### config.mk
export PLATFORM = sky130hd
export DESIGN_NAME = mem_port_arbiter
export DESIGN_NICKNAME = d
export VERILOG_FILES = /design/src/rtl/mem_port_arbiter.sv
export SDC_FILE = /design/constraint.sdc
export NUM_CORES = 1
export LEC_CHECK = 0
export BUFFER_PORTS_ARGS = -buffer_cell sky130_fd_sc_hd__clkbuf_2
export CORE_UTILIZATION = 47
export CTS_BUF_LIST = sky130_fd_sc_hd__clkbuf_8
export DETAILED_ROUTE_END_ITERATION = 10
export PLACE_DENSITY = 0.83
export SYNTH_ARGS = -nofsm -noshare
export SYNTH_HDL_FRONTEND = slang
export SYNTH_SLANG_ARGS = --single-unit
### constraint.sdc
create_clock -name clk -period 1.82 [get_ports clk]
set_input_delay 0.091 -clock clk [delete_from_list [all_inputs] [get_ports clk]]
set_output_delay 0.091 -clock clk [all_outputs]
set_load 0.1 [all_outputs]
### src/rtl/mem_port_arbiter.sv
`timescale 1ns/1ps
// mem_port_arbiter: shares one req/ack memory between the fetch and
// data ports, with flush drop, anti-starvation and watchdog abort.
// Ports: clk/reset (sync, active-low); if_* fetch port; d_* data port;
// flush cancels fetch; mem_* memory handshake; err sticky timeout.
module mem_port_arbiter #(
  parameter int AW           = 32,
  parameter int DW           = 32,
  parameter int MAX_DATA_RUN = 4,
  parameter int TIMEOUT      = 255
) (
  input  logic          clk,
  input  logic          reset,
  input  logic          if_req,
  input  logic [AW-1:0] if_addr,
  output logic [DW-1:0] if_rdata,
  output logic          if_valid,
  output logic          if_busy,
  input  logic          d_req,
  input  logic          d_we,
  input  logic [AW-1:0] d_addr,
  input  logic [DW-1:0] d_wdata,
  input  logic [DW/8-1:0] d_be,
  output logic [DW-1:0] d_rdata,
  output logic          d_valid,
  output logic          d_busy,
  input  logic          flush,
  output logic          mem_req,
  output logic          mem_we,
  output logic [AW-1:0] mem_addr,
  output logic [DW-1:0] mem_wdata,
  output logic [DW/8-1:0] mem_be,
  input  logic          mem_ack,
  input  logic [DW-1:0] mem_rdata,
  output logic          err
);

  localparam int BW = DW / 8;
  localparam int RW = $clog2(MAX_DATA_RUN + 1);
  localparam int WW =
    (TIMEOUT > 0) ? $clog2(TIMEOUT + 1) : 1;
  localparam bit WD_EN = (TIMEOUT > 0);
  localparam logic [WW-1:0] WD_LAST =
    WD_EN ? WW'(TIMEOUT - 1) : '0;
  localparam logic [RW-1:0] RUN_MAX =
    RW'(MAX_DATA_RUN);

  typedef enum logic [1:0] {
    S_IDLE,
    S_FETCH,
    S_DATA,
    S_DROP
  } state_e;

  state_e          state_q;
  logic [RW-1:0]   run_q;
  logic [WW-1:0]   wd_q;
  logic [AW-1:0]   addr_q;
  logic            we_q;
  logic [DW-1:0]   wdata_q;
  logic [BW-1:0]   be_q;
  logic [DW-1:0]   if_rdata_q;
  logic [DW-1:0]   d_rdata_q;
  logic            if_valid_q;
  logic            d_valid_q;
  logic            err_q;

  logic if_pend;
  logic d_pend;
  logic grant_d;
  logic grant_f;
  logic wd_hit;

  // A port completing this cycle must not be re-granted on its
  // stale request; flush kills the fetch request outright.
  assign if_pend = if_req & ~if_valid_q & ~flush;
  assign d_pend  = d_req & ~d_valid_q;

  assign grant_d = d_pend &
    ~(if_pend & (run_q == RUN_MAX));
  assign grant_f = if_pend & ~grant_d;

  // Last permitted cycle of a granted access.
  assign wd_hit = WD_EN && (wd_q == WD_LAST);

  always_ff @(posedge clk) begin
    if (!reset) begin
      state_q    <= S_IDLE;
      run_q      <= '0;
      wd_q       <= '0;
      addr_q     <= '0;
      we_q       <= 1'b0;
      wdata_q    <= '0;
      be_q       <= '0;
      if_rdata_q <= '0;
      d_rdata_q  <= '0;
      if_valid_q <= 1'b0;
      d_valid_q  <= 1'b0;
      err_q      <= 1'b0;
    end else begin
      if_valid_q <= 1'b0;
      d_valid_q  <= 1'b0;
      wd_q       <= '0;
      unique case (state_q)
        S_IDLE: begin
          if (grant_d) begin
            state_q <= S_DATA;
            addr_q  <= d_addr;
            we_q    <= d_we;
            wdata_q <= d_wdata;
            be_q    <= d_be;
            run_q   <= if_pend ? run_q + RW'(1) : '0;
          end else if (grant_f) begin
            state_q <= S_FETCH;
            addr_q  <= if_addr;
            we_q    <= 1'b0;
            wdata_q <= '0;
            be_q    <= '1;
            run_q   <= '0;
          end
        end
        S_FETCH: begin
          if (mem_ack) begin
            state_q <= S_IDLE;
            if (!flush) begin
              if_rdata_q <= mem_rdata;
              if_valid_q <= 1'b1;
            end
          end else if (wd_hit) begin
            state_q <= S_IDLE;
            err_q   <= 1'b1;
            if (!flush) begin
              if_rdata_q <= '0;
              if_valid_q <= 1'b1;
            end
          end else if (flush) begin
            state_q <= S_DROP;
            wd_q    <= wd_q + WW'(1);
          end else begin
            wd_q <= wd_q + WW'(1);
          end
        end
        S_DATA: begin
          if (mem_ack) begin
            state_q   <= S_IDLE;
            d_valid_q <= 1'b1;
            if (!we_q) d_rdata_q <= mem_rdata;
          end else if (wd_hit) begin
            state_q   <= S_IDLE;
            err_q     <= 1'b1;
            d_valid_q <= 1'b1;
            d_rdata_q <= '0;
          end else begin
            wd_q <= wd_q + WW'(1);
          end
        end
        S_DROP: begin
          if (mem_ack) begin
            state_q <= S_IDLE;
          end else if (wd_hit) begin
            state_q <= S_IDLE;
            err_q   <= 1'b1;
          end else begin
            wd_q <= wd_q + WW'(1);
          end
        end
      endcase
    end
  end

  assign mem_req   = (state_q != S_IDLE);
  assign mem_we    = we_q;
  assign mem_addr  = addr_q;
  assign mem_wdata = wdata_q;
  assign mem_be    = be_q;

  assign if_rdata = if_rdata_q;
  assign if_valid = if_valid_q;
  assign d_rdata  = d_rdata_q;
  assign d_valid  = d_valid_q;
  assign err      = err_q;

  assign if_busy = if_req & ~if_valid_q;
  assign d_busy  = d_req & ~d_valid_q;

endmodule

== Word-level counts from Yosys, hierarchy flattened ==
Cells that the tools add are included.

* Equal/unequal tests: 11
* Bitwise operators: 14
* Shift operators: 0
* Div/mod/pow operators: 0
* Muxes and demuxes: 31
* Add/subtract/negate cells: 2
* Multipliers: 0
* Magnitude comparators: 0
* Reduce and logical (&&, ||, !) cells: 14

{| class="wikitable"
|+ Operators by type and width
! operator !! count
|-
| 2-to-1 mux 32 bit || 11
|-
| 2-to-1 mux 2 bit || 7
|-
| 2-to-1 mux 3 bit || 3
|-
| AND reduction 3 bit || 3
|-
| adder 8 x 1 -> 8 bit (second input constant) || 1
|-
| == test 8 bit (second input constant) || 1
|-
| 2-to-1 mux 4 bit || 2
|-
| NOT 1 bit || 8
|-
| 2-to-1 mux 1 bit || 7
|-
| bitwise AND 1 bit || 6
|-
| inequality test 2 bit (second input constant) || 3
|-
| case mux 2 bit (3 select lines) || 1
|-
| AND reduction 2 bit || 3
|-
| nonzero test 2 bit || 3
|-
| == test 2 bit (second input constant) || 2
|-
| inequality test 4 bit (second input constant) || 1
|-
| AND reduction 4 bit || 1
|-
| OR reduction 4 bit || 1
|-
| adder 3 x 1 -> 3 bit (second input constant) || 1
|-
| == test 3 bit (second input constant) || 1
|-
| inequality test 3 x 1 -> 1 bit (second input constant) || 1
|-
| inequality test 3 bit (second input constant) || 1
|-
| OR reduction 3 bit || 1
|-
| == test 2 x 1 -> 1 bit (second input constant) || 1
|-
| 2 further kinds || 2
|}

* Memories kept: 0
* Logic and storage cells: 84
* Memory bits (read-only): 0
* Output and inout bits: 139
* Bits in latches: 0
* Memory bits (writable): 0
* Bits in registers: 149
* Input port bits: 139

== Logic depth before layout (Yosys ltp) ==
* Word-level depth: 11
* Mapped depth: 7
* Mapped depth without buffers: 6

== Least setup slack after synthesis ==
OpenSTA, ideal clock, no wires.

* Kind: register to register
* Start point: reg d_valid_q (netlist: d_valid)
* End point: reg addr_q[10] (netlist: mem_addr[10])
* Path buffers: 2
* Period minus slack after synthesis: 2697 ps
* Cell stages (with the launch flop): 8
* Data arrival time: 2626 ps
* Setup time: 71 ps
* Data required time: 1749 ps
* Slack: -877 ps
* Path through: dfxtp_1 nand2b_2 inv_1 o21ai_2 buf_2 buf_2 a21oi_1 a21oi_1

* Longest elaborated chain between the ends: 7
* Elaborated cells between the ends (all ways): 8
* Classes of those cells: mux: 1; bitwise: 5; reduce/logical: 2

{| class="wikitable"
|+ RTL lines
! what !! RTL line !! source
|-
| start, declared || 65 || <nowiki>logic d_valid_q;</nowiki>
|-
| start signal, assigned || 98 || <nowiki>d_valid_q <= 1'b0;</nowiki>
|-
| start signal, assigned || 102 || <nowiki>d_valid_q <= 1'b0;</nowiki>
|-
| start signal, assigned || 146 || <nowiki>d_valid_q <= 1'b1;</nowiki>
|-
| NOT 1 bit (*) || -- ||
|-
| bitwise AND 1 bit (*) || -- ||
|-
| named net d_busy || 26 || <nowiki>output logic d_busy,</nowiki>
|-
| bitwise AND 1 bit (*) || 79 || <nowiki>assign grant_d = d_pend &</nowiki>
|-
| NOT 1 bit || 81 || <nowiki>assign grant_f = if_pend & ~grant_d;</nowiki>
|-
| bitwise AND 1 bit || 81 ||
|-
| nonzero test 2 bit (no source line) || -- ||
|-
| AND reduction 2 bit (no source line) || -- ||
|-
| end signal, assigned || 108 || <nowiki>addr_q <= d_addr;</nowiki>
|-
| end signal, assigned || 115 || <nowiki>addr_q <= if_addr;</nowiki>
|-
| end, declared || 58 || <nowiki>logic [AW-1:0] addr_q;</nowiki>
|}

The timed path passes the listed nets; every way through them passes the cells marked *.
A chain may end at the register's enable or synchronous reset.

== Worst setup path after layout ==
* Start point: reg state_q[1]
* End point: out mem_req

* Longest elaborated chain between the ends: 1

{| class="wikitable"
|+ RTL lines
! what !! RTL line !! source
|-
| start, declared || 55 || <nowiki>state_e state_q;</nowiki>
|-
| start signal, assigned || 88 || <nowiki>state_q <= S_IDLE;</nowiki>
|-
| start signal, assigned || 107 || <nowiki>state_q <= S_DATA;</nowiki>
|-
| start signal, assigned || 114 || <nowiki>state_q <= S_FETCH;</nowiki>
|-
| nonzero test 2 bit || 171 || <nowiki>assign mem_req = (state_q != S_IDLE);</nowiki>
|-
| end, declared || 28 || <nowiki>output logic mem_req,</nowiki>
|}

Every way passes these cells.

==> metrics.md <==
| Metric | Value |
|---|---|
| Run status | finished, final reports clean |
| Reg area | 2990 um2 |
| Input/output buffers | 277 |
| Num CTS Buffers | 17 |
| Tightest Hold Check Type | input pin to flop |
| Crit path kind | flop to output port |
| Synthesized net count | approximately 680 |
| Unrepaired setup endpoints after global routing | yes |
| Top_reg_cell synth | dfxtp_1 |
| Area of the multi-input gates | 2320 um2 |
| Most common cell in the netlist | dfxtp_1 |
| Routability cong. | 0.851 |
| Number of global-route vias before repair | 6337 |
| CTS tree | built |
| Final wirelength | 20.3 mm |
| Syn_area_per_cell | 10.1 um2 |
| GR Overflow Total | 0 |
| Startpoint types | flop |
| Tmin final | 1.74 ns |
| DR vias | between 6000 and 7000 |
| Ports | approximately 280 |
| Sequential-to-total area share from yosys stat | 0.555 |
| Post-DP HPWL | 11.0 mm |
| P&R area growth vs syn | 64.2% |
| Clock root cell | clkbuf_8 |
| Initial Utilization | 0.489 |
| Setup repair bufs after CTS | 0 |
| Core Area | 11000 um2 |
| Clock sinks | 149 |
| Nets@finish | 1079 |
| Pin count of the biggest net entering global routing | 40 |
| Tot GR Track Use | 0.343 |
| Synth warn | 0 |
| Total power | 10.3 mW |
| Syn Inst Count | 534 |
| DRC violations left | 0 |
| Max clock buf depth | 2 |
| Netlist cell types | 44 |
| Pleak | ~4.0 nW |
| Synth area leaders | dfxtp_1, a22o_1, a21oi_1 |
| H-tree depth | 4 |
| Max Freq | 574 MHz |
| 1st-iter DRT viols | about 450 |
| Final Hold Violating Endpoints | 0 |
| Post-route ant nets | 0 |
| Post-synth EDFFs | 0 |
| # Max-Cap Violations | 0 |
| Total die area | ~12000 um2 |
| Clock transition at path regs | 0.09 ns |
| Post-synth top area share | 0.555 |
| CP Data Arrival Time | 1.65 ns |
| First-pass GRT wire length | 31.2 mm |
| Crit path max-delay family | buffers and inverters |
| Worst path required time | 1.73 ns |
| Worst Path Buf+Inv | 2 |
| Worst Tran Pin Value | 0.572 ns |
| Worst-path cell chain | nor2_4, inv_2, clkbuf_4 |
| CP max FO | 7 |
| Final setup violation count | 0 |
| Top post-synthesis cells by count | dfxtp_1, a21oi_1, a22o_1 |
| Die Ht | 109 um |
| Cell area after synthesis | 5370 um2 |
| VDD IR-drop max | 0.000840 V |
| Post-route clock period utilization | 0.956 |
| CP max stage cell | dfxtp_1 |
| Std cell rows | 38 |
| WL/cell | 18.6 um |
| Power Density | 1170 nW/um2 |
| Max Transition Viols Final | 0 |
| Yosys reg bits | 149 |
| CP endpoint kind | output port |
| Layout fillers | between 600 and 700 |
| Worst skew pair latency | 0.44 ns |
| Skew final | 0.0129 ns |
| FFs w/ async S/R, synth | 0 |
| Crit path largest cell delay | 0.52 ns |
| WHS | 0.0336 ns |
| Area leader, netlist | dfxtp_1 |
| Antenna violations before repair | 3 |
| Vias per inst | 5.63 |
| Share of cells above drive strength 1 | 0.395 |
| Relative slew slack | 0.620 |
| Drt first pass iters | 7 |
| Die Width | 109 um |
==> through the flow <==
| step | setup WS, ns | utilization | instance area [um2] | TNS, ns | cells |
|---|---|---|---|---|---|
| after floorplan | -0.366 | - | 5540 | -21.36 | 534 |
| after global placement | 0.204 | 0.641 | 7040 | 0 | 923 |
| after detailed placement | 0.154 | 0.641 | 7040 | 0 | 923 |
| after CTS | 0.103 | 0.799 | 8780 | 0 | 1088 |
| after global routing | -0.0137 | 0.802 | 8810 | -0.0137 | 1091 |
| final | 0.0793 | 0.803 | 8820 | 0 | 1092 |
==> per-layer routing <==
layer  routed length (um)  GRT usage  up-vias
li1                     -          -     2757
met1                 7180      0.364     2916
met2                10500      0.593      372
met3                 1540      0.104       99
met4                 1040      0.216        2
met5                   13          0        -
==> path summary, 6_finish.rpt <==
kind | start | endpoint | slack (ns) | cells after the start
setup reg to reg | wd_q[0] | d_rdata[23] | 0.13 | 7
setup / recovery | state_q[1] | mem_req | 0.08 | 3
hold reg to reg | err | err | 0.48 | 2
hold / removal | d_addr[27] | mem_addr[27] | 0.03 | 3
==> flip-flops by register name, summed over array words and instances, names as in the netlist, 2 cells and up <==
name	cells
state_q	2
mem_be	4
wd_q	8
mem_wdata	32
mem_addr	32
run_q	3
d_rdata	32
if_rdata	32
==> worst register-to-register path, cell delays in order (launching register included) <==
cell and delay, ns:
dfxtp_1 0.36, inv_1 0.07, ha_1 0.21, nand3_1 0.12, o31ai_2 0.23, a31oi_2 0.14
buf_12 0.20, a22o_1 0.23
==> cell type report <==
| cell class | count | share of cell area |
|---|---|---|
| clock inverters | 12 | 0.0146 |
| flip-flops and latches | 149 | 0.339 |
| multi-input cells | 338 | 0.263 |
| repair buffers | 422 | 0.327 |
| inverters | 8 | 0.00383 |
| diodes | 3 | 0.000852 |
| well taps | 140 | 0.0199 |
| clock buffers | 20 | 0.0312 |
==> cells by family after synthesis <==
logic type      Yosys count  share of synthesized area
fa+ha+maj                 4                    0.00932
xor+xnor                  6                    0.00979
buf+inv                  48                     0.0466
simple gates            109                     0.0909
flops                   149                      0.555
compound gates          218                      0.288
==> placed cells by master, fill, tap and decap left out, types with 2 or more instances in the layout <==
master and instances:
nand4_1 2, dfxtp_2 2, buf_4 6, clkbuf_2 276, a21oi_2 20, nor2_1 46
o21ai_1 5, clkbuf_8 20, nor3b_1 2, o221a_2 4, dfxtp_1 146, nand2b_1 2
a22oi_1 25, buf_12 6, a22oi_2 8, inv_6 2, nand2_1 40, o21a_4 2
dlygate4sd3_1 133, inv_1 8, diode_2 3, a21o_1 2, xor2_1 5, nand3_1 5
a21oi_1 46, clkinvlp_4 5, o21ai_0 28, bufinv_16 2, ha_1 4, a22o_1 65
==> where the power goes <==
group | internal (mW) | leakage [nW] | total [mW] | switching [mW]
clock | 1.33 | 0.200 | 2.60 | 1.27
combinational | 0.888 | 2.62 | 3.96 | 3.07
sequential | 3.55 | 1.22 | 3.75 | 0.192
total | 5.77 | 4.04 | 10.3 | 4.53
==> what timing repair did <==
item / CTS / global route
setup endpoints to repair: 1 / 24
cloned: 0 / 1
hold buffers: 133 / 0
gates resized for setup: 1 / 4
endpoints found under the hold margin: 135 / 0
pin swaps: 0 / 0
Power figures use the tool's default switching activity.
